`src/rtl/motor_cmd_scheduler_pkg.sv`:
```
// Shared types and sizes for the motor command scheduler slice.
package motor_sched_pkg;

  localparam int unsigned NUM_MOTORS = 6;
  localparam int unsigned POS_W      = 10;
  localparam int unsigned PW         = 16;

  typedef logic [2:0] motor_idx_t;

  typedef enum logic [1:0] {
    IDLE,
    CALC,
    ISSUE,
    WAIT_ACK
  } state_t;

endpackage

```
`src/rtl/motor_cmd_scheduler_if.sv`:
```
// Command input bus: one target coordinate per transfer, valid/ready handshake.
interface motor_cmd_scheduler_if;
  import motor_sched_pkg::*;

  logic                   cmd_valid;
  logic                   cmd_ready;
  motor_idx_t             cmd_motor;
  logic [POS_W-1:0]       cmd_value;

  modport master (output cmd_valid, output cmd_motor, output cmd_value, input cmd_ready);
  modport slave  (input cmd_valid, input cmd_motor, input cmd_value, output cmd_ready);

endinterface

```
`src/rtl/motor_cmd_scheduler_rr_arbiter6.sv`:
```
// Round-robin arbiter over the six channels; search starts one past the last grant.
module rr_arbiter6
  import motor_sched_pkg::*;
(
  input  logic [NUM_MOTORS-1:0] req,
  input  motor_idx_t            ptr,
  output motor_idx_t            gnt_idx,
  output logic                  gnt_vld
);

  // First requester found scanning ptr+1, ptr+2, ... modulo six
  always_comb begin
    int unsigned idx;
    idx     = 0;
    gnt_vld = 1'b0;
    gnt_idx = '0;
    for (int unsigned i = 1; i <= NUM_MOTORS; i++) begin
      idx = (32'(ptr) + i) % NUM_MOTORS;
      if (!gnt_vld && req[idx]) begin
        gnt_vld = 1'b1;
        gnt_idx = motor_idx_t'(idx);
      end
    end
  end

endmodule

```
`src/rtl/motor_cmd_scheduler.sv`:
```
// Holds one pending target per motor, dispatches round-robin, converts the move to
// a pulse count/direction and runs the start/busy handshake with each pulse generator.
// Optional build macro: SCHED_COALESCE_EN (always ready, latest target overwrites pending one).
module motor_cmd_scheduler
  import motor_sched_pkg::*;
#(
  parameter int unsigned STEPS_PER_UNIT = 4,
  parameter int unsigned ACK_TO         = 15
) (
  input  logic                     clk,
  input  logic                     rst_n,
  motor_cmd_scheduler_if.slave     cmd,
  input  logic [NUM_MOTORS-1:0]    init_done,
  input  logic                     lock,
  input  logic [NUM_MOTORS-1:0]    busy,
  output logic [NUM_MOTORS-1:0]    start,
  output logic [NUM_MOTORS*PW-1:0] pulse_num,
  output logic [NUM_MOTORS-1:0]    dir,
  output logic [NUM_MOTORS-1:0]    mf,
  output logic                     err_cmd,
  output logic [NUM_MOTORS-1:0]    err_ack
);

  localparam logic [31:0] PMAX = (32'd1 << PW) - 32'd1;
  localparam int unsigned TW   = $clog2(ACK_TO + 1);

  state_t                state, state_nxt;
  motor_idx_t            g, g_nxt, ptr, ptr_nxt;
  logic [TW-1:0]         timer, timer_nxt;
  logic [POS_W-1:0]      tgt;
  logic [NUM_MOTORS-1:0] slot_full;
  logic [POS_W-1:0]      slot_val [NUM_MOTORS];
  logic [POS_W-1:0]      last     [NUM_MOTORS];

  logic                  idx_ok, accept;
  logic [NUM_MOTORS-1:0] req;
  motor_idx_t            gnt_idx;
  logic                  gnt_vld;
  logic [POS_W-1:0]      cur_val, cur_last, delta;
  logic                  dir_c;
  logic [31:0]           prod;
  logic [PW-1:0]         pcount;
  logic                  clr_slot, latch, issue, ack_ok, ack_err;

  assign idx_ok = (cmd.cmd_motor < motor_idx_t'(NUM_MOTORS));
  assign accept = cmd.cmd_valid && cmd.cmd_ready;
  assign req    = slot_full & init_done & ~busy & ~err_ack;

  // Ready: backpressure per slot; illegal indices are always taken and dropped
  always_comb begin
`ifdef SCHED_COALESCE_EN
    cmd.cmd_ready = 1'b1;
`else
    cmd.cmd_ready = idx_ok ? !slot_full[cmd.cmd_motor] : 1'b1;
`endif
  end

  rr_arbiter6 u_arb (
    .req     (req),
    .ptr     (ptr),
    .gnt_idx (gnt_idx),
    .gnt_vld (gnt_vld)
  );

  // Move magnitude, direction and saturated pulse count for the granted motor
  always_comb begin
    cur_val  = slot_val[g];
    cur_last = last[g];
    dir_c    = (cur_val > cur_last);
    delta    = dir_c ? (cur_val - cur_last) : (cur_last - cur_val);
    prod     = 32'(delta) * STEPS_PER_UNIT;
    pcount   = (prod > PMAX) ? PW'(PMAX) : prod[PW-1:0];
  end

  // FSM state register
  always_ff @(posedge clk or negedge rst_n) begin
    if (!rst_n) begin
      state <= IDLE;
      g     <= '0;
      ptr   <= motor_idx_t'(NUM_MOTORS - 1);
      timer <= '0;
    end else begin
      state <= state_nxt;
      g     <= g_nxt;
      ptr   <= ptr_nxt;
      timer <= timer_nxt;
    end
  end

  // FSM next state and per-state control strobes
  always_comb begin
    state_nxt = state;
    g_nxt     = g;
    ptr_nxt   = ptr;
    timer_nxt = timer;
    start     = '0;
    clr_slot  = 1'b0;
    latch     = 1'b0;
    issue     = 1'b0;
    ack_ok    = 1'b0;
    ack_err   = 1'b0;
    case (state)
      IDLE: begin
        if (!lock && gnt_vld) begin
          g_nxt     = gnt_idx;
          ptr_nxt   = gnt_idx;
          state_nxt = CALC;
        end
      end
      CALC: begin
`ifdef SCHED_COALESCE_EN
        // Target is captured into tgt here, so the slot is freed now; a command
        // landing in CALC or ISSUE then stays pending as the next move.
        clr_slot = 1'b1;
`else
        clr_slot = (delta == '0);
`endif
        if (delta == '0) begin
          state_nxt = IDLE;
        end else begin
          latch     = 1'b1;
          state_nxt = ISSUE;
        end
      end
      ISSUE: begin
        start[g]  = 1'b1;
        issue     = 1'b1;
`ifndef SCHED_COALESCE_EN
        clr_slot  = 1'b1;
`endif
        timer_nxt = '0;
        state_nxt = WAIT_ACK;
      end
      WAIT_ACK: begin
        if (busy[g]) begin
          ack_ok    = 1'b1;
          state_nxt = IDLE;
        end else if (timer == TW'(ACK_TO)) begin
          ack_err   = 1'b1;
          state_nxt = IDLE;
        end else begin
          timer_nxt = timer + 1'b1;
        end
      end
      default: state_nxt = IDLE;
    endcase
  end

  // Pending-target slots: accept sets, dispatch clears
  always_ff @(posedge clk or negedge rst_n) begin
    if (!rst_n) begin
      slot_full <= '0;
      for (int unsigned i = 0; i < NUM_MOTORS; i++) slot_val[i] <= '0;
    end else begin
      for (int unsigned i = 0; i < NUM_MOTORS; i++) begin
`ifdef SCHED_COALESCE_EN
        if (accept && idx_ok && cmd.cmd_motor == motor_idx_t'(i)) begin
          slot_full[i] <= 1'b1;
          slot_val[i]  <= cmd.cmd_value;
        end else if (clr_slot && g == motor_idx_t'(i)) begin
          slot_full[i] <= 1'b0;
        end
`else
        if (clr_slot && g == motor_idx_t'(i)) begin
          slot_full[i] <= 1'b0;
        end else if (accept && idx_ok && cmd.cmd_motor == motor_idx_t'(i)) begin
          slot_full[i] <= 1'b1;
          slot_val[i]  <= cmd.cmd_value;
        end
`endif
      end
    end
  end

  // Per-motor outputs, last positions and error flags
  always_ff @(posedge clk or negedge rst_n) begin
    if (!rst_n) begin
      pulse_num <= '0;
      dir       <= '0;
      mf        <= '0;
      err_ack   <= '0;
      err_cmd   <= 1'b0;
      tgt       <= '0;
      for (int unsigned i = 0; i < NUM_MOTORS; i++) last[i] <= '0;
    end else begin
      err_cmd <= accept && !idx_ok;
      if (latch) begin
        pulse_num[32'(g)*PW +: PW] <= pcount;
        dir[g]                     <= dir_c;
        tgt                        <= cur_val;
      end
      if (issue)   mf[g]      <= 1'b1;
      if (ack_ok)  last[g]    <= tgt;
      if (ack_err) err_ack[g] <= 1'b1;
    end
  end

endmodule

```
`src/flat_wrapper.sv`:
```
// flat-port wrapper written by rule: the top's interface ports become plain ports
module motor_cmd_scheduler_flat import motor_sched_pkg::*;
#(
  parameter int unsigned STEPS_PER_UNIT = 4,
  parameter int unsigned ACK_TO         = 15
)
  (clk, rst_n, init_done, lock, busy, start, pulse_num, dir, mf, err_cmd, err_ack, cmd_cmd_valid, cmd_cmd_motor, cmd_cmd_value, cmd_cmd_ready);
  motor_cmd_scheduler_if cmd_i ();
  input  logic clk;
  input  logic rst_n;
  input  logic [NUM_MOTORS-1:0] init_done;
  input  logic lock;
  input  logic [NUM_MOTORS-1:0] busy;
  output logic [NUM_MOTORS-1:0] start;
  output logic [NUM_MOTORS*PW-1:0] pulse_num;
  output logic [NUM_MOTORS-1:0] dir;
  output logic [NUM_MOTORS-1:0] mf;
  output logic err_cmd;
  output logic [NUM_MOTORS-1:0] err_ack;
  input wire logic [$bits(cmd_i.cmd_valid)-1:0] cmd_cmd_valid;
  input wire logic [$bits(cmd_i.cmd_motor)-1:0] cmd_cmd_motor;
  input wire logic [$bits(cmd_i.cmd_value)-1:0] cmd_cmd_value;
  output wire logic [$bits(cmd_i.cmd_ready)-1:0] cmd_cmd_ready;
  assign cmd_i.cmd_valid = cmd_cmd_valid;
  assign cmd_i.cmd_motor = cmd_cmd_motor;
  assign cmd_i.cmd_value = cmd_cmd_value;
  assign cmd_cmd_ready = cmd_i.cmd_ready;
  motor_cmd_scheduler #(.STEPS_PER_UNIT(STEPS_PER_UNIT), .ACK_TO(ACK_TO)) u_core (.clk(clk), .rst_n(rst_n), .cmd(cmd_i), .init_done(init_done), .lock(lock), .busy(busy), .start(start), .pulse_num(pulse_num), .dir(dir), .mf(mf), .err_cmd(err_cmd), .err_ack(err_ack));
endmodule
```
`config.mk`:
```
export PLATFORM = sky130hd
export DESIGN_NAME = motor_cmd_scheduler_flat
export DESIGN_NICKNAME = d
export VERILOG_FILES = /design/src/rtl/motor_cmd_scheduler_pkg.sv /design/src/rtl/motor_cmd_scheduler_if.sv /design/src/rtl/motor_cmd_scheduler_rr_arbiter6.sv /design/src/rtl/motor_cmd_scheduler.sv /design/src/flat_wrapper.sv
export SDC_FILE = /design/constraint.sdc
export NUM_CORES = 1
export LEC_CHECK = 0
export ABC_AREA = 0
export BUFFER_PORTS_ARGS = -buffer_cell sky130_fd_sc_hd__buf_4
export CAP_MARGIN = 40
export CORE_MARGIN = 2
export CORE_UTILIZATION = 47
export DETAILED_ROUTE_END_ITERATION = 10
export PLACE_DENSITY = 0.7
export RECOVER_POWER = 25
export SLEW_MARGIN = 20
export SYNTH_ARGS = -nofsm -noshare
export SYNTH_HDL_FRONTEND = slang
export SYNTH_SLANG_ARGS = --single-unit
```
`constraint.sdc`:
```
create_clock -name clk -period 5.7 [get_ports clk]
set_input_delay 0.57 -clock clk [delete_from_list [all_inputs] [get_ports clk]]
set_output_delay 0.57 -clock clk [all_outputs]
set_load 0.01 [all_outputs]
```
# Yosys cells after proc, flatten, opt, wreduce, memory -nomap -nowiden
# Cells that the tools add are included.
[word_totals]
elab_cells = 215
register_bits = 263
output_inout_bits = 122
[op_classes]
n_reduce_logical = 51
muxes = 73
n_addsub = 10
n_eq_ne = 18
n_lt_le_gt_ge = 13
n_bitwise = 14
shifts = 2
div = 6
[op_table]
columns = ["operator", "n"]
rows = [
  ["$lt 32x4->1 const B", 6],
  ["$mod 32x3->32 const B", 6],
  ["$bwmux 96", 1],
  ["$shift 16x34->96 const A", 1],
  ["$shiftx 16x34->96", 1],
  ["$bmux 10 s3", 2],
  ["$bwmux 60", 1],
  ["$mux 10", 6],
  ["$mux 1", 36],
  ["$neg 7->34", 1],
  ["$demux 10 s3", 1],
  ["$bmux 1 s3", 8],
  ["$logic_and 1x1->1", 23],
  ["$sub 10x10->10", 2],
  ["$and 6x6->6", 3],
  ["$mux 3", 6],
  ["$reduce_and 2->1", 8],
  ["$reduce_bool 2->1", 7],
  ["$add 3x3->4 const B", 3],
  ["$eq 3x2->1 const B", 4],
  ["$eq 3x3->1 const B", 4],
  ["$not 6->6", 2],
  ["$or 6x6->6", 2],
  ["$gt 10x10->1", 1],
  ["other kinds (30)", 52],
]

# Logic depth before layout (Yosys ltp)
[logic_depth]
word_depth = 24
mapped_depth = 24
mapped_depth_nobuf = 19

# Modules after synthesis
# A second synthesis with hierarchy kept.
[unflattened]
hier_cells = 1122
hier_area_um2 = 12545.8
[by_module_without_submodules]
columns = ["module", "instances", "seq_area_each_um2", "cells_each", "area_per_inst_um2"]
rows = [
  ["motor_cmd_scheduler", 1, 5657.9, 990, 11488.5],
  ["rr_arbiter6", 1, 0.0, 132, 1057.3],
]

# Least setup slack after synthesis
# No wires, ideal clock.
[synth_timing]
path_type = "reg-to-reg"
from = "register, netlist name u_core.ptr[1]"
to = "register u_core.slot_val[10] (netlist bit)"
arrival_ns = 5.489
slack_ns = 0.086
required_ns = 5.575
path_stages_with_launch = 23
synth_period_minus_slack_ns = 5.614
path_cell_list = "dfrtp_1 > clkbuf_1 > inv_1 > nor3_1 > clkbuf_1 > clkbuf_1 > a22oi_1 > and3_1 > inv_1 > ha_1 > buf_4 > a21oi_1 > a211o_1 > and3_1 > buf_2 > nor3_1 > or4_1 > a211oi_2 > or2_1 > buf_4 > o31ai_4 > a211oi_4 > mux2_2"
[synth_lines]
columns = ["item", "line_no", "text"]
rows = [
  ["end signal: indexed assignment", "motor_cmd_scheduler.sv:168", "slot_val[i] <= cmd.cmd_value;"],
  ["end: declaration", "motor_cmd_scheduler.sv:32", "logic [POS_W-1:0] slot_val [NUM_MOTORS];"],
]

==> run summary <==
FINISH
---------------------------------------------------------------------------------
Cell area after layout .............................................    13790 um2
Area growth from synthesis to layout ...............................       17.23%
Post-Layout Cell Count .............................................         1511
Final cell utilization of the core .................................       56.37%
Number of nets in the finished design ..............................         1251
Number of fillers in the final layout ..............................         2086
Diodes inserted ....................................................            0
Share of layout cells above drive strength 1 .......................       32.27%

OUTCOME
---------------------------------------------------------------------------------
Violated checks .................................................... capacitance limit, slew limit
Run status ......................................................... finished, violations left

ROUTING
---------------------------------------------------------------------------------
DR vias/cell .......................................................        5.670
Vias after detailed routing ........................................         8567
Residual DRC .......................................................            0
Wire length reported by the detailed router ........................     28.99 mm
Number of antenna-violating nets in the routed design ..............            0
Number of iterations in the first detailed-routing pass ............            5
Number of DRC markers in iteration 0 ...............................          779
Final routed wire length divided by cell count .....................     19.19 um

POWER AND IR DROP
---------------------------------------------------------------------------------
Switching fraction of total power ..................................       38.05%
Net Sw Power .......................................................     2.362 mW
Sequential share of power ..........................................        34.2%
Internal power consumption .........................................     3.845 mW
Portion of total power attributed to combinational logic ...........        42.7%
Lkg Pwr ............................................................     6.746 nW
IR drop worst, VDD .................................................    0.3213 mV
Power share of the clock group .....................................        23.2%
P per Cell Area .................................................... 450.2 nW/um2
Final total power ..................................................     6.207 mW

CTS
---------------------------------------------------------------------------------
Clock slew at reported path FFs ....................................      0.06 ns
Cts-stage hold buffer count ........................................            0
Number of clock sinks ..............................................          226
Clock root buffer .................................................. sky130_fd_sc_hd__clkbuf_16
Max Buffers Root-to-Sink ...........................................            3
Insertion delay of the later-clocked pin in the worst-skew pair ....      0.54 ns
Clock buffer count from CTS ........................................           24
Clock H-tree levels ................................................            1
TritonCTS clock tree ...............................................          yes

MIN PATH
---------------------------------------------------------------------------------
Hold-critical path depth ...........................................            2
Launch instance of the worst min-delay path ........................ cmd_cmd_value[0]
Hold Path Sink ..................................................... u_core.slot_val[50]$_DFFE_PN0P_
Worst hold-check path type ......................................... input pin to flop

FLOW RUN
---------------------------------------------------------------------------------
Max Cap Viol .......................................................            1

YOSYS
---------------------------------------------------------------------------------
Prevailing post-synth register cell ................................ sky130_fd_sc_hd__dfrtp_1
Area of the mapped netlist .........................................    11760 um2
Number of warning messages in the yosys log ........................            0
Instance count of the mapped netlist ...............................         1033
Post-synth cell types ..............................................           75
Avg Inst Size Synth ................................................    11.39 um2
Number of enable-type register cells in the synthesized netlist ....            0
Count of state elements after synthesis ............................          226
Proportion of synthesized chip area in sequential cells ............       48.11%
Fraction of synthesis flops using an asynchronous set or reset pin .       100.0%

TIMING
---------------------------------------------------------------------------------
Smallest hold slack ................................................    0.3013 ns
Normalized max-slew margin .........................................      -206.1%
Final setup violation count ........................................            0
Least-Margin Pin Slew ..............................................     4.591 ns
Highest attainable clock frequency .................................    186.3 MHz
Final setup TNS ....................................................         0 ns
Max Clock Skew .....................................................   0.02024 ns
Post-layout minimum cycle time .....................................     5.367 ns
Worst Slack Setup Final ............................................    0.3332 ns
Setup repair after global routing missed its margin ................           no
Period Utilization, post-route .....................................       94.15%
Final max-slew violation count .....................................          104
Final number of hold-violating endpoints ...........................            0

WORST SETUP PATH
---------------------------------------------------------------------------------
Crit Path Max Fanout ...............................................           10
Critical path type ................................................. flop to flop
R2R setup slack ....................................................      0.33 ns
Data arrival time of the worst path ................................      5.79 ns
Startpoint kind of the worst setup timing path .....................         flop
Worst R2R Path Depth ...............................................           18
Critical path required time ........................................      6.12 ns
Kind of end point of the critical path .............................         flop
Startpoint of the lowest-slack register-to-register path ........... u_core.ptr[1]$_DFFE_PN0P_
End of the worst register-to-register path ......................... u_core.slot_val[54]$_DFFE_PN0P_

PLACED DESIGN
---------------------------------------------------------------------------------
Post-detailed-placement half-perimeter wirelength ..................     20.71 mm
Last weighted congestion value of the routability-driven placer ....       0.9379
Number of placed cells counting well taps ..........................         1471
Placed standard-cell area ..........................................    13060 um2
IO buf count .......................................................          114
Placement-stage worst setup slack ..................................    0.1676 ns

GLOBAL ROUTE
---------------------------------------------------------------------------------
Overall fraction of global-route tracks in use .....................       22.07%
Vias in the first global route .....................................         8384
Maximum number of pins on one net before global-route repair .......          104
Initial antenna violation count ....................................            0
Final global-route overflow total ..................................            0
First-pass GRT wire length .........................................     46.38 mm

FLOORPLAN
---------------------------------------------------------------------------------
Die Outline Area ...................................................    26310 um2
Count of standard-cell rows ........................................           57
Chip Height ........................................................     162.2 um
Placeable core region ..............................................    24460 um2
I/O pin count ......................................................          151
Horiz. Die Dim .....................................................     162.2 um
Initial standard-cell utilization of the core ......................       48.08%

## power groups by stage
| stage | Sequential, mW | Combinational [mW] | Clock (mW) |
|---|---|---|---|
| 2_1_floorplan | 2.08 | 1.72 | 0 |
| 3_3_place_gp | 2.13 | 2.57 | 0 |
| 3_5_place_dp | 2.15 | 2.61 | 0 |
| 4_1_cts | 2.12 | 2.62 | 1.47 |
| 5_1_grt | 2.16 | 2.93 | 1.53 |
| 6_report | 2.12 | 2.65 | 1.44 |
## layout make-up
type / count / area (um2) / share of cell area, %
Tap cell: 324 / 405.4 / 2.940
Clock inverter: 4 / 36.28 / 0.2632
Inverter: 39 / 146.4 / 1.062
Clock buffer: 33 / 674.4 / 4.891
Sequential cell: 226 / 5658 / 41.03
Multi-Input combinational cell: 723 / 5640 / 40.91
Timing Repair Buffer: 162 / 1227 / 8.902
## critical path, stage by stage (launching register included)
cell,delay (ns)
sky130_fd_sc_hd__dfrtp_1,0.53
sky130_fd_sc_hd__inv_1,0.15
sky130_fd_sc_hd__nor3_2,0.32
sky130_fd_sc_hd__buf_4,0.22
sky130_fd_sc_hd__a22oi_1,0.10
sky130_fd_sc_hd__nand2_1,0.08
sky130_fd_sc_hd__a221oi_1,0.10
sky130_fd_sc_hd__ha_1,0.29
sky130_fd_sc_hd__fa_1,0.42
sky130_fd_sc_hd__nand3b_1,0.20
sky130_fd_sc_hd__a211o_1,0.34
sky130_fd_sc_hd__nand3_1,0.18
sky130_fd_sc_hd__nand2_1,0.21
sky130_fd_sc_hd__o211a_1,0.29
sky130_fd_sc_hd__nor4_1,0.30
sky130_fd_sc_hd__nand4bb_1,0.23
sky130_fd_sc_hd__o31ai_4,0.41
sky130_fd_sc_hd__a21o_1,0.47
sky130_fd_sc_hd__mux2_2,0.39
## layer usage
metal / up-vias / share of wire (%) / GRT usage [%]
met4: 0 / 3.4 / 7.522
li1: 3971 / - / -
met3: 65 / 5.0 / 2.988
met1: 4256 / 45 / 31.33
met5: - / 0 / 0
met2: 275 / 47 / 35.09
## cell usage after synthesis (4+ instances only)
cell type,number,area share (%)
sky130_fd_sc_hd__o31ai_1,8,0.51
sky130_fd_sc_hd__nor2b_1,10,0.53
sky130_fd_sc_hd__a22o_1,7,0.52
sky130_fd_sc_hd__a21oi_1,30,1.3
sky130_fd_sc_hd__buf_2,4,0.17
sky130_fd_sc_hd__and2_1,12,0.64
sky130_fd_sc_hd__xor2_1,5,0.37
sky130_fd_sc_hd__a221oi_1,12,0.89
sky130_fd_sc_hd__a22oi_1,55,3.5
sky130_fd_sc_hd__nand3b_1,4,0.26
sky130_fd_sc_hd__o21a_1,7,0.45
sky130_fd_sc_hd__buf_4,42,2.7
sky130_fd_sc_hd__and3_1,16,0.85
sky130_fd_sc_hd__nand2_1,80,2.6
sky130_fd_sc_hd__nor3_1,16,0.68
sky130_fd_sc_hd__nand4bb_1,4,0.38
sky130_fd_sc_hd__mux2_2,162,16
sky130_fd_sc_hd__a211o_1,6,0.45
sky130_fd_sc_hd__ha_1,44,4.7
sky130_fd_sc_hd__xnor2_1,4,0.30
sky130_fd_sc_hd__mux2i_1,14,1.2
sky130_fd_sc_hd__or2_2,10,0.53
sky130_fd_sc_hd__a211oi_1,8,0.51
sky130_fd_sc_hd__clkbuf_1,28,0.89
sky130_fd_sc_hd__nand3_1,24,1.0
sky130_fd_sc_hd__nor2_1,21,0.67
sky130_fd_sc_hd__a31oi_1,6,0.32
sky130_fd_sc_hd__a21o_1,9,0.57
sky130_fd_sc_hd__dfrtp_1,224,48
sky130_fd_sc_hd__mux2_1,6,0.57
sky130_fd_sc_hd__o21bai_1,7,0.45
sky130_fd_sc_hd__o21ai_0,49,2.1
sky130_fd_sc_hd__inv_1,37,1.2
## placed cells by master, fill, tap and decap left out, types with 7 or more instances in the layout
master / synthesis / layout
sky130_fd_sc_hd__a211oi_1: 8 / 7
sky130_fd_sc_hd__a21o_1: 9 / 9
sky130_fd_sc_hd__a21oi_1: 30 / 30
sky130_fd_sc_hd__a221oi_1: 12 / 12
sky130_fd_sc_hd__a22o_1: 7 / 7
sky130_fd_sc_hd__a22oi_1: 55 / 55
sky130_fd_sc_hd__and2_1: 12 / 12
sky130_fd_sc_hd__and3_1: 16 / 16
sky130_fd_sc_hd__buf_4: 42 / 157
sky130_fd_sc_hd__clkbuf_1: 28 / 7
sky130_fd_sc_hd__clkbuf_16: 0 / 24
sky130_fd_sc_hd__conb_1: 1 / 36
sky130_fd_sc_hd__dfrtp_1: 224 / 224
sky130_fd_sc_hd__ha_1: 44 / 44
sky130_fd_sc_hd__inv_1: 37 / 37
sky130_fd_sc_hd__mux2_2: 162 / 162
sky130_fd_sc_hd__mux2i_1: 14 / 14
sky130_fd_sc_hd__nand2_1: 80 / 80
sky130_fd_sc_hd__nand3_1: 24 / 24
sky130_fd_sc_hd__nor2_1: 21 / 21
sky130_fd_sc_hd__nor2b_1: 10 / 10
sky130_fd_sc_hd__nor3_1: 16 / 10
sky130_fd_sc_hd__o21a_1: 7 / 7
sky130_fd_sc_hd__o21ai_0: 49 / 49
sky130_fd_sc_hd__o21bai_1: 7 / 7
sky130_fd_sc_hd__o31ai_1: 8 / 8
sky130_fd_sc_hd__or2_2: 10 / 10
## timing repair
item | CTS | global route
endpoints found under the setup margin | 0 | 53
resized for setup | 0 | 3
buffers inserted | 0 | 2
## worst max path at each step
stage                                            endpoint                       from  cells after the start
after detailed placement   u_core.slot_val[4]$_DFFE_PN0P_  u_core.ptr[1]$_DFFE_PN0P_                     18
after CTS                  u_core.slot_val[4]$_DFFE_PN0P_  u_core.ptr[1]$_DFFE_PN0P_                     18
after global placement     u_core.slot_val[6]$_DFFE_PN0P_  u_core.ptr[1]$_DFFE_PN0P_                     17
after floorplan           u_core.slot_val[10]$_DFFE_PN0P_  u_core.ptr[1]$_DFFE_PN0P_                     22
after global routing      u_core.slot_val[56]$_DFFE_PN0P_  u_core.ptr[1]$_DFFE_PN0P_                     18
final                     u_core.slot_val[54]$_DFFE_PN0P_  u_core.ptr[1]$_DFFE_PN0P_                     18
## cells by family (layout without fill, tap and decap cells)
| logic type | count (synthesis) | after routing | synth area share, % |
|---|---|---|---|
| AO/OA/AOI/OAI | 227 | 227 | 13.53 |
| XOR/XNOR | 9 | 9 | 0.6702 |
| adder cells (fa/ha/maj) | 46 | 46 | 5.021 |
| buffers and inverters | 119 | 238 | 5.383 |
| flip-flops | 226 | 226 | 48.11 |
| multiplexers | 183 | 183 | 17.47 |
| other | 1 | 36 | 0.03188 |
| AND/OR/NAND/NOR | 222 | 222 | 9.787 |
## registers in the layout, summed over array words and instances (netlist names), 6 cells and up
register	flops
u_core.mf	6
u_core.tgt	10
u_core.slot_val	60
u_core.pulse_num	60
u_core.dir	6
u_core.last	60
u_core.err_ack	6
u_core.slot_full	6
(Power assumes the default switching activity.)
